$ cat src/rtl/systolic_pkg.sv
// Shared types and parameter derivations for the output-stationary systolic matrix multiplier.
package systolic_pkg;

    localparam int SYS_N_DEFAULT    = 4;
    localparam int SYS_DW_DEFAULT   = 8;
    localparam int SYS_KMAX_DEFAULT = 16;

    typedef enum logic [1:0] {
        ST_IDLE  = 2'd0,
        ST_LOAD  = 2'd1,
        ST_FLUSH = 2'd2,
        ST_DRAIN = 2'd3
    } state_t;

    function automatic int calc_acc_w(input int dw, input int kmax);
        return 2 * dw + $clog2(kmax);
    endfunction

    function automatic int calc_kw(input int kmax);
        return $clog2(kmax + 1);
    endfunction

endpackage

$ cat src/rtl/systolic_pe.sv
// One multiply-accumulate cell; forwards a right and b down one enabled step later.
// SYSTOLIC_SIGNED_EN selects two's-complement operands, otherwise unsigned.
module systolic_pe
    import systolic_pkg::*;
#(
    parameter int DW    = SYS_DW_DEFAULT,
    parameter int ACC_W = calc_acc_w(SYS_DW_DEFAULT, SYS_KMAX_DEFAULT)
) (
    input  logic             clk,
    input  logic             reset,
    input  logic             en,
    input  logic             clr,
    input  logic [DW-1:0]    a_in,
    input  logic [DW-1:0]    b_in,
    output logic [DW-1:0]    a_out,
    output logic [DW-1:0]    b_out,
    output logic [ACC_W-1:0] acc
);

    logic [DW-1:0]    a_r;
    logic [DW-1:0]    b_r;
    logic [ACC_W-1:0] acc_r;
    logic [ACC_W-1:0] a_ext_s;
    logic [ACC_W-1:0] b_ext_s;
    logic [ACC_W-1:0] prod_s;

    // Extend operands to the accumulator width; the low ACC_W bits of the product are exact.
    always_comb begin
`ifdef SYSTOLIC_SIGNED_EN
        a_ext_s = {{(ACC_W-DW){a_in[DW-1]}}, a_in};
        b_ext_s = {{(ACC_W-DW){b_in[DW-1]}}, b_in};
`else
        a_ext_s = {{(ACC_W-DW){1'b0}}, a_in};
        b_ext_s = {{(ACC_W-DW){1'b0}}, b_in};
`endif
        prod_s = a_ext_s * b_ext_s;
    end

    // Accumulate and forward operands on each enabled step.
    always_ff @(posedge clk) begin
        if (reset || clr) begin
            a_r   <= '0;
            b_r   <= '0;
            acc_r <= '0;
        end else if (en) begin
            a_r   <= a_in;
            b_r   <= b_in;
            acc_r <= acc_r + prod_s;
        end
    end

    assign a_out = a_r;
    assign b_out = b_r;
    assign acc   = acc_r;

endmodule

$ cat src/rtl/systolic_matmul.sv
// N x N output-stationary systolic array computing C = A x B with skewed operand injection.
// SYSTOLIC_SIGNED_EN selects two's-complement operands, otherwise unsigned.
module systolic_matmul
    import systolic_pkg::*;
#(
    parameter  int N     = SYS_N_DEFAULT,
    parameter  int DW    = SYS_DW_DEFAULT,
    parameter  int KMAX  = SYS_KMAX_DEFAULT,
    localparam int ACC_W = calc_acc_w(DW, KMAX),
    localparam int KW    = calc_kw(KMAX)
) (
    input  logic               clk,
    input  logic               reset,
    input  logic               start,
    input  logic [KW-1:0]      k_len,
    input  logic               in_valid,
    output logic               in_ready,
    input  logic [N*DW-1:0]    a_col,
    input  logic [N*DW-1:0]    b_row,
    output logic               out_valid,
    input  logic               out_ready,
    output logic [N*ACC_W-1:0] out_row,
    output logic               out_last,
    output logic               busy
);

    localparam int RW = $clog2(N);
    localparam int FW = $clog2(2 * N);

    state_t               state_r;
    state_t               state_nxt_s;
    logic [KW-1:0]        k_len_r;
    logic [KW-1:0]        k_eff_s;
    logic [KW-1:0]        beat_cnt_r;
    logic [FW-1:0]        flush_cnt_r;
    logic [RW-1:0]        row_idx_r;
    logic [RW-1:0]        sel_idx_s;
    logic                 beat_s;
    logic                 adv_s;
    logic                 clr_s;
    logic                 in_ready_r;
    logic                 busy_r;
    logic                 out_valid_r;
    logic                 out_last_r;
    logic [N*ACC_W-1:0]   out_row_r;
    logic [N*ACC_W-1:0]   row_sel_s;

    logic [DW-1:0]        a_gate_s   [N];
    logic [DW-1:0]        b_gate_s   [N];
    logic [DW-1:0]        a_lane_s   [N];
    logic [DW-1:0]        b_lane_s   [N];
    logic [DW-1:0]        a_bus_s    [N][N-1];
    logic [DW-1:0]        b_bus_s    [N-1][N];
    logic [DW-1:0]        unused_a_s [N];
    logic [DW-1:0]        unused_b_s [N];
    logic [ACC_W-1:0]     acc_s      [N][N];

    // Job control decode; zeros are injected whenever no beat is being accepted.
    always_comb begin
        k_eff_s   = (k_len > KW'(KMAX)) ? KW'(KMAX) : k_len;
        beat_s    = (state_r == ST_LOAD) && in_valid;
        adv_s     = beat_s || (state_r == ST_FLUSH);
        clr_s     = (state_r == ST_IDLE) && start;
        sel_idx_s = (state_r == ST_DRAIN) ? (row_idx_r + RW'(1)) : '0;
        for (int i = 0; i < N; i++) begin
            a_gate_s[i] = beat_s ? a_col[i*DW +: DW] : '0;
            b_gate_s[i] = beat_s ? b_row[i*DW +: DW] : '0;
        end
    end

    // State register.
    always_ff @(posedge clk) begin
        if (reset) begin
            state_r <= ST_IDLE;
        end else begin
            state_r <= state_nxt_s;
        end
    end

    // Next-state logic.
    always_comb begin
        state_nxt_s = state_r;
        case (state_r)
            ST_IDLE: begin
                if (start) begin
                    state_nxt_s = (k_eff_s == '0) ? ST_DRAIN : ST_LOAD;
                end else begin
                    state_nxt_s = ST_IDLE;
                end
            end
            ST_LOAD: begin
                if (in_valid && (beat_cnt_r == (k_len_r - KW'(1)))) begin
                    state_nxt_s = ST_FLUSH;
                end else begin
                    state_nxt_s = ST_LOAD;
                end
            end
            ST_FLUSH: begin
                if (flush_cnt_r == FW'(2*N-2)) begin
                    state_nxt_s = ST_DRAIN;
                end else begin
                    state_nxt_s = ST_FLUSH;
                end
            end
            ST_DRAIN: begin
                if (out_ready && (row_idx_r == RW'(N-1))) begin
                    state_nxt_s = ST_IDLE;
                end else begin
                    state_nxt_s = ST_DRAIN;
                end
            end
            default: state_nxt_s = ST_IDLE;
        endcase
    end

    // Row multiplexer: row 0 while flushing, the following row while draining.
    always_comb begin
        row_sel_s = '0;
        for (int j = 0; j < N; j++) begin
            row_sel_s[j*ACC_W +: ACC_W] = acc_s[sel_idx_s][j];
        end
    end

    // Counters, latched job length and the registered result interface.
    always_ff @(posedge clk) begin
        if (reset) begin
            k_len_r     <= '0;
            beat_cnt_r  <= '0;
            flush_cnt_r <= '0;
            row_idx_r   <= '0;
            in_ready_r  <= 1'b0;
            busy_r      <= 1'b0;
            out_valid_r <= 1'b0;
            out_last_r  <= 1'b0;
            out_row_r   <= '0;
        end else begin
            in_ready_r <= (state_nxt_s == ST_LOAD);
            busy_r     <= (state_nxt_s != ST_IDLE);
            case (state_r)
                ST_IDLE: begin
                    if (start) begin
                        k_len_r    <= k_eff_s;
                        beat_cnt_r <= '0;
                        if (k_eff_s == '0) begin
                            out_valid_r <= 1'b1;
                            out_last_r  <= 1'b0;
                            out_row_r   <= '0;
                            row_idx_r   <= '0;
                        end
                    end
                end
                ST_LOAD: begin
                    flush_cnt_r <= '0;
                    if (in_valid) begin
                        beat_cnt_r <= beat_cnt_r + KW'(1);
                    end
                end
                ST_FLUSH: begin
                    flush_cnt_r <= flush_cnt_r + FW'(1);
                    if (flush_cnt_r == FW'(2*N-2)) begin
                        out_valid_r <= 1'b1;
                        out_last_r  <= 1'b0;
                        out_row_r   <= row_sel_s;
                        row_idx_r   <= '0;
                    end
                end
                ST_DRAIN: begin
                    if (out_ready) begin
                        if (row_idx_r == RW'(N-1)) begin
                            out_valid_r <= 1'b0;
                            out_last_r  <= 1'b0;
                        end else begin
                            row_idx_r  <= sel_idx_s;
                            out_row_r  <= row_sel_s;
                            out_last_r <= (sel_idx_s == RW'(N-1));
                        end
                    end
                end
                default: begin
                    out_valid_r <= 1'b0;
                end
            endcase
        end
    end

    genvar gi, gj;
    generate
        for (gi = 0; gi < N; gi++) begin : g_skew
            if (gi == 0) begin : g_direct
                assign a_lane_s[gi] = a_gate_s[gi];
                assign b_lane_s[gi] = b_gate_s[gi];
            end else begin : g_delay
                logic [DW-1:0] a_sr_r [0:gi-1];
                logic [DW-1:0] b_sr_r [0:gi-1];
                // Lane gi is delayed gi array steps so operands meet in the right PE.
                always_ff @(posedge clk) begin
                    if (reset || clr_s) begin
                        for (int s = 0; s < gi; s++) begin
                            a_sr_r[s] <= '0;
                            b_sr_r[s] <= '0;
                        end
                    end else if (adv_s) begin
                        a_sr_r[0] <= a_gate_s[gi];
                        b_sr_r[0] <= b_gate_s[gi];
                        for (int s = 1; s < gi; s++) begin
                            a_sr_r[s] <= a_sr_r[s-1];
                            b_sr_r[s] <= b_sr_r[s-1];
                        end
                    end
                end
                assign a_lane_s[gi] = a_sr_r[gi-1];
                assign b_lane_s[gi] = b_sr_r[gi-1];
            end
        end

        for (gi = 0; gi < N; gi++) begin : g_row
            for (gj = 0; gj < N; gj++) begin : g_col
                logic [DW-1:0] a_in_s;
                logic [DW-1:0] b_in_s;
                logic [DW-1:0] a_out_s;
                logic [DW-1:0] b_out_s;

                if (gj == 0) begin : g_a_edge
                    assign a_in_s = a_lane_s[gi];
                end else begin : g_a_mid
                    assign a_in_s = a_bus_s[gi][gj-1];
                end
                if (gi == 0) begin : g_b_edge
                    assign b_in_s = b_lane_s[gj];
                end else begin : g_b_mid
                    assign b_in_s = b_bus_s[gi-1][gj];
                end
                if (gj < N - 1) begin : g_a_fwd
                    assign a_bus_s[gi][gj] = a_out_s;
                end else begin : g_a_end
                    assign unused_a_s[gi] = a_out_s;
                end
                if (gi < N - 1) begin : g_b_fwd
                    assign b_bus_s[gi][gj] = b_out_s;
                end else begin : g_b_end
                    assign unused_b_s[gj] = b_out_s;
                end

                systolic_pe #(
                    .DW    (DW),
                    .ACC_W (ACC_W)
                ) u_pe (
                    .clk   (clk),
                    .reset (reset),
                    .en    (adv_s),
                    .clr   (clr_s),
                    .a_in  (a_in_s),
                    .b_in  (b_in_s),
                    .a_out (a_out_s),
                    .b_out (b_out_s),
                    .acc   (acc_s[gi][gj])
                );
            end
        end
    endgenerate

    assign in_ready  = in_ready_r;
    assign busy      = busy_r;
    assign out_valid = out_valid_r;
    assign out_last  = out_last_r;
    assign out_row   = out_row_r;

endmodule

$ cat config.mk
export PLATFORM = sky130hd
export DESIGN_NAME = systolic_matmul
export DESIGN_NICKNAME = d
export VERILOG_FILES = /design/src/rtl/systolic_pkg.sv /design/src/rtl/systolic_pe.sv /design/src/rtl/systolic_matmul.sv
export SDC_FILE = /design/constraint.sdc
export NUM_CORES = 2
export LEC_CHECK = 0
export ABC_CLOCK_PERIOD_IN_PS = 12350
export CORE_ASPECT_RATIO = 0.6
export CORE_MARGIN = 2
export CORE_UTILIZATION = 60
export DETAILED_ROUTE_END_ITERATION = 8
export PLACE_DENSITY = 0.77
export SLEW_MARGIN = 20
export SYNTH_ARGS = -nofsm -noshare
export SYNTH_HDL_FRONTEND = slang
export SYNTH_SLANG_ARGS = --single-unit
$ cat constraint.sdc
create_clock -name clk -period 12.35 [get_ports clk]
set_clock_uncertainty 0.2 [all_clocks]
set_input_delay 2.47 -clock clk [delete_from_list [all_inputs] [get_ports clk]]
set_output_delay 2.47 -clock clk [all_outputs]
set_load 0.1 [all_outputs]
; ---- Yosys cells after proc, flatten, opt, wreduce, memory -nomap -nowiden
; Memories as Yosys holds them, arrays and structs flattened.
; Cells that the tools add are included.
; Widths: inputs -> output; s select.
[word_totals]
regBits = 613
mem_bits_rw = 96
out_inout_bits = 84
mem_count = 6
[op_classes]
addsub = 20
n_mul = 16
n_lt_le_gt_ge = 2
eq_ne = 15
mux = 66
n_bitwise = 11
n_reduce_logical = 19
[memory_table]
columns = memory, words, width, read_ports, rd_ports_with_merged_regs, write_ports, line
row1 = g_skew[3].g_delay.a_sr_r, 3, 8, 3, 0, 3, systolic_matmul.sv:193  ; logic [DW-1:0] a_sr_r [0:gi-1];
row2 = g_skew[3].g_delay.b_sr_r, 3, 8, 3, 0, 3, systolic_matmul.sv:194  ; logic [DW-1:0] b_sr_r [0:gi-1];
row3 = g_skew[2].g_delay.a_sr_r, 2, 8, 2, 0, 2, systolic_matmul.sv:193
row4 = g_skew[2].g_delay.b_sr_r, 2, 8, 2, 0, 2, systolic_matmul.sv:194
row5 = g_skew[1].g_delay.a_sr_r, 1, 8, 1, 0, 1, systolic_matmul.sv:193
row6 = g_skew[1].g_delay.b_sr_r, 1, 8, 1, 0, 1, systolic_matmul.sv:194
[op_table]
columns = operator, n
row1 = $mux 80, 7
row2 = $add 20x16->20, 16
row3 = $mul 8x8->16, 16
row4 = $pmux 80 s3, 1
row5 = $bmux 80 s2, 1
row6 = $mux 8, 20
row7 = $mux 2, 10
row8 = $mux 1, 18
row9 = $reduce_or 8->1, 2
row10 = $mux 5, 3
row11 = $reduce_and 6->1, 2
row12 = $or 1x1->1, 10
row13 = $pmux 5 s2, 1
row14 = $eq 2x2->1 const B, 4
row15 = $ne 2x2->1 const B, 4
row16 = $pmux 2 s4, 1
row17 = $ne 2x1->1 const B, 3
row18 = $pmux 1 s3, 2
row19 = $pmux 2 s3, 1
row20 = $pmux 3 s2, 1
row21 = $reduce_bool 2->1, 3
row22 = $add 5x1->5 const B, 1
row23 = $eq 5x5->1, 1
row24 = $gt 5x5->1 const B, 1
row25 = other kinds (15), 20

; ---- Logic depth before layout (Yosys ltp)
[depth]
word_depth = 9
ltp_mapped = 23
ltp_nobuf = 20

; ---- By module
; From an unflattened synthesis, not the netlist that was laid out.
[hier_totals]
hier_cells = 8535
hier_area_um2 = 75263.4
[modules_own_cells]
columns = mod, n_inst, cells_per_inst, area_each_um2
row1 = systolic_pe (g_row[1].g_col[1].u_pe ...), 6, 461, 4006.3
row2 = systolic_pe (g_row[0].g_col[0].u_pe ...), 4, 488, 4144.0
row3 = systolic_pe (g_row[3].g_col[0].u_pe ...), 3, 467, 4052.6
row4 = systolic_matmul, 1, 1013, 10359.9
row5 = systolic_pe (g_row[2].g_col[3].u_pe), 1, 486, 4119.0
row6 = systolic_pe (g_row[1].g_col[0].u_pe), 1, 461, 4007.6
row7 = systolic_pe (g_row[3].g_col[3].u_pe), 1, 456, 4005.1

; ---- Worst setup path after synthesis
; No wires, ideal clock.
[synth_path]
kind = input-to-reg
startpoint = input in_valid
endpoint = register g_row[0].g_col[0].u_pe.acc_r[18]
setup_ns = 0.130
t_arrival_ns = 7.142
t_required_ns = 12.020
slack_ns = 4.878
cell_stages = 20
n_path_buf = 3
cell_sequence = and2_1 -> clkbuf_1 -> buf_1 -> clkbuf_1 -> nand3_1 -> fa_1 -> inv_1 -> fa_1 -> fa_1 -> inv_1 -> fa_1 -> inv_1 -> ha_1 -> o21ai_0 -> a21oi_1 -> o21ai_0 -> o31ai_1 -> a41oi_1 -> nand4b_1 -> o211ai_1
[synth_between]
elab_chain_len = 4
word_cells_on_any_way = 6
classes_between = add/sub (1) / mul (1) / mux (2) / reduce/logical (2)
[synth_lines]
columns = element, line
row1 = from (decl), systolic_matmul.sv:16  ; input logic in_valid,
row2 = $logic_and 1x1->1 (*), systolic_matmul.sv:61  ; beat_s = (state_r == ST_LOAD) && in_valid;
row3 = "$mux 8, on equally long branches", "systolic_matmul.sv:66, systolic_matmul.sv:67"
row4 = $mul 8x8->16, systolic_pe.sv:36  ; prod_s = a_ext_s * b_ext_s;
row5 = $add 20x16->20, systolic_pe.sv:48  ; acc_r <= acc_r + prod_s;
row6 = to (signal assigned), systolic_pe.sv:48
row7 = to (decl), systolic_pe.sv:22  ; logic [ACC_W-1:0] acc_r;
; Every way passes the cells marked *; elsewhere a longest branch is shown, timed or not.
; A chain may end at the register's enable or synchronous reset.

; ---- Worst setup path in the final report
; Same ends and word-level chain as after synthesis.

==> flow_summary.rst <==
.. list-table::
   :header-rows: 1

   * - Metric
     - Value
   * - Slew Viols, Final
     - 0
   * - DR WL met3
     - ~19000 um
   * - Critical Setup Path Class
     - primary input to flop
   * - Post_cts resized
     - 0
   * - Slew at the pin with the worst max-slew slack
     - approximately 1.4 ns
   * - Tot GR Track Use
     - roughly a third
   * - Beginning of the worst hold path
     - g_row[0].g_col[2].u_pe.acc[3]$_SDFFE_PP0P_
   * - Setup bufs post-CTS
     - 0
   * - Clock root buffer master
     - clkbuf_16
   * - Routability-driven placement congestion ratio
     - ~0.94
   * - Remaining DRCs
     - 0
   * - Worst stage delay on the critical path
     - between 0.8 and 0.9 ns
   * - Most common flop cell mapped by yosys
     - dfxtp_1
   * - Post-synthesis area per instance
     - about 8.5 um^2
   * - Number of nets at the end of the flow
     - 9635
   * - Slowest stage cell, crit path
     - and2_4
   * - Fillcell total
     - slightly below 10k
   * - Commonest non-fill, non-tap cells in the layout
     - inv_1, nand2_1, fa_1
   * - Total nets after synthesis
     - around 9.8k
   * - Final Hold Vio Count
     - 0
   * - Unrepaired setup endpoints after global routing
     - no
   * - Standby leakage power
     - approximately 34 nW
   * - Worst-path fanout max
     - 110
   * - Routed wire length on met2
     - 81400 um
   * - Min-Delay Path Depth
     - 2
   * - Most used cell along the critical path
     - fa_1
   * - DIE AREA
     - roughly 120000 um^2
   * - Number of enable-type register cells in the synthesized netlist
     - between 90 and 100
   * - Post-route ant nets
     - 0
   * - Count of cell types in the netlist
     - 78
   * - R2R Path Start
     - state_r[1]$_SDFF_PP0_
   * - Via count
     - around 57k
   * - Buffer levels on the longest clock path
     - 3
   * - Clock tree from TritonCTS
     - built
   * - WP data required
     - around 13 ns
   * - Final period utilization
     - 63.5%
   * - Status
     - finished, final reports clean
   * - Pin count of the biggest net entering global routing
     - approximately 200
   * - Max-slew headroom
     - about 6.3%
   * - Ant diodes
     - 0
   * - Arrival @ worst endpoint
     - about 8 ns
   * - Final setup fails
     - 0
   * - # rows
     - 97
   * - Yosys warnings
     - 0
   * - Layout Area Growth over Synthesis
     - 6.72%
   * - Synth Instances
     - 8284
   * - Number of register bits inferred by synthesis
     - around 710
   * - Biggest area consumer among synthesized cells
     - fa_1
   * - Starting utilization of the core area
     - ~60%
   * - Path depth of the worst reg2reg path
     - 19
   * - Maximum clock rate
     - 128 MHz
   * - Kind of start point of the critical path
     - primary input
   * - Via density per instance
     - 5.85
   * - Area after DPL
     - between 70000 and 80000 um^2
   * - Number of CTS-inserted buffers
     - 76
   * - Reg2Reg Capture Point
     - g_row[0].g_col[0].u_pe.acc[18]$_SDFFE_PP0P_
   * - Endpoint with the worst hold slack
     - g_row[0].g_col[2].u_pe.acc[3]$_SDFFE_PP0P_
   * - Latest clock arrival within the worst-skew pair
     - a little over 0.7 ns
   * - Internal reg-to-reg setup slack
     - roughly 6 ns
   * - Antenna violations before repair
     - 2
   * - First-pass iteration count of the detailed router
     - 7
   * - Placeable core region
     - about 120000 um^2
   * - Clock Sink Count
     - ~710
   * - Ordered list of cells on the worst path
     - clkdlybuf4s50_1, and2_4, nand3_1, fa_1, inv_1, fa_1, inv_1, fa_1, fa_1, inv_1, ha_1, o21ai_0, nor2_1, o21ai_0, o31ai_1, a41oi_1, nand4b_1, o211ai_1
   * - Sum of overflow across all layers after global routing
     - 0
   * - Element type at the critical path end
     - flop
   * - Die height
     - 269 um
   * - Proportion of netlist area held by the largest area contributor
     - a little under a quarter
   * - Number of placed I/O pins
     - ~160
   * - Wirelength, routed
     - between 150000 and 200000 um
   * - Combined area of all synthesized cells
     - between 70000 and 80000 um^2
   * - Placed wire-length estimate after detailed placement
     - 142000 um
   * - Synth async-reset ratio
     - 0%
   * - Detailed-route wire length per cell
     - approximately 20 um
   * - Post-route cell area
     - 74800 um^2
   * - Vias in the first global route
     - between 50k and 60k
   * - Number of DRC markers after the initial detailed-route iteration
     - 5358
   * - Sequential fraction of the synthesis area
     - between 20% and 30%
   * - FF+latch area
     - 15200 um^2
   * - H-tree Lvls
     - 3
   * - Final sum of negative setup slack
     - 0 ns
   * - Max Used Layer
     - met5
   * - Number of max-cap violations
     - 0
   * - Port Buffer Count
     - roughly 160
   * - Crit path time final
     - approximately 8 ns
   * - Clock transition at path regs
     - 0.06 ns
   * - Detailed-routing wirelength on met1
     - roughly 84000 um
   * - Hold-fix buffer count after cts
     - 0
   * - VDD IR max
     - 0.0928 mV
   * - Top post-synthesis cells by area
     - fa_1, dfxtp_1, ha_1
   * - Power density over the cells
     - a little over 70 nW/um^2
   * - Type of the most critical hold path
     - flop to flop
   * - Share of layout cells above drive strength 1
     - under 10%
   * - Multi-input gate area
     - roughly 48000 um^2
   * - Die boundary width
     - approximately 450 um
   * - First-pass GRT wire length
     - ~310000 um
   * - Tot Pwr
     - around 5.4 mW
   * - Most common library cell in the layout ignoring fill and taps
     - inv_1
## where the power goes
group,switching [mW],internal (mW),leakage (nW),total [mW]
clock,1.11,1.44,1.28,2.56
combinational,0.277,0.0985,27.1,0.376
sequential,0.0693,2.37,6.00,2.44
total,1.46,3.92,34.3,5.38
## cell families after synthesis
kind of cell	Yosys count	share of synthesized area [%]
AND/OR/NAND/NOR	2640	17.6
buffers and inverters	1849	10.1
adder cells (fa/ha/maj)	1466	34.7
AO/OA/AOI/OAI	1409	13.2
flip-flops	709	21.6
XOR/XNOR	147	1.84
multiplexers	64	0.916
## metal layers
metal | track usage, % | vias to the layer above
met2 | 47.8 | 2550
met3 | 6.79 | 341
met5 | 0 | -
met1 | 47.0 | 27600
met4 | 10.1 | 4
li1 | - | 26200
## sequential cells by signal (all words and copies together), names as in the netlist, 3 cells and up
signal,cells
flush_cnt_r,3
out_row,80
g_row.g_col.u_pe.acc,320
g_row.g_col.u_pe.a_out,96
beat_cnt_r,5
g_skew.g_delay.a_sr_r,48
g_skew.g_delay.b_sr_r,48
k_len_r,5
g_row.g_col.u_pe.b_out,96
## cell usage after synthesis, types with 8 or more instances
cell type,number
inv_1,1392
nand2_1,1252
fa_1,800
ha_1,666
a21oi_1,650
dfxtp_1,613
and2_1,534
clkbuf_1,386
nor2_1,383
o21ai_0,180
a211oi_1,172
and3_1,146
edfxtp_1,96
xnor2_1,92
a2111oi_2,85
nor2b_1,82
nand3_1,70
a21o_1,66
mux2i_1,63
xor2_1,55
nor3_1,50
or3_1,39
buf_1,37
o21a_1,36
o211ai_1,32
o22ai_1,27
buf_2,23
nand2b_1,23
nand4_1,21
a31oi_1,15
a211o_1,14
a32o_1,14
o31ai_1,12
a22oi_1,10
buf_6,10
o2111ai_1,10
and3b_1,9
a31o_2,8
## stage by stage
step	cells	setup slack (ns)	hold WS (ns)	utilization, %
global placement	9551	3.88	0.238	62.1
floorplan	8284	4.88	0.232	-
global route	9691	4.04	0.265	64.3
finish	9691	4.51	0.251	64.3
CTS	9691	4.59	0.252	64.3
detailed placement	9551	3.85	0.243	62.1
## area by class of cell
class | instances | area share, %
sequential | 709 | 20.3
timing repair buffer | 190 | 2.48
inverter | 1392 | 6.99
clock inverter | 43 | 0.830
clock buffer | 97 | 2.73
tap | 1534 | 2.57
multi-input combinational | 5726 | 64.1
## critical path, delay by kind of cell
| kind | cells | cell delay, ns |
|---|---|---|
| adders and majority gates | 5 | 2.35 |
| buffers and inverters | 4 | 0.69 |
| and+or+nand+nor | 4 | 1.43 |
| AOI/OAI and AO/OA | 5 | 1.24 |
## how the worst max path moves through the flow
stage | slack [ns] | startpoint | cells after the start | end
6_report | 4.51 | in_valid | 18 | g_row[0].g_col[0].u_pe.acc[18]$_SDFFE_PP0P_
2_1_floorplan | 4.88 | in_valid | 20 | g_row[0].g_col[0].u_pe.acc[18]$_SDFFE_PP0P_
5_1_grt | 4.04 | in_valid | 18 | g_row[0].g_col[0].u_pe.acc[18]$_SDFFE_PP0P_
3_5_place_dp | 3.85 | in_valid | 18 | g_row[0].g_col[0].u_pe.acc[18]$_SDFFE_PP0P_
4_1_cts | 4.59 | in_valid | 18 | g_row[0].g_col[0].u_pe.acc[18]$_SDFFE_PP0P_
3_3_place_gp | 3.88 | in_valid | 18 | g_row[0].g_col[0].u_pe.acc[18]$_SDFFE_PP0P_
Power figures use the tool's default switching activity.
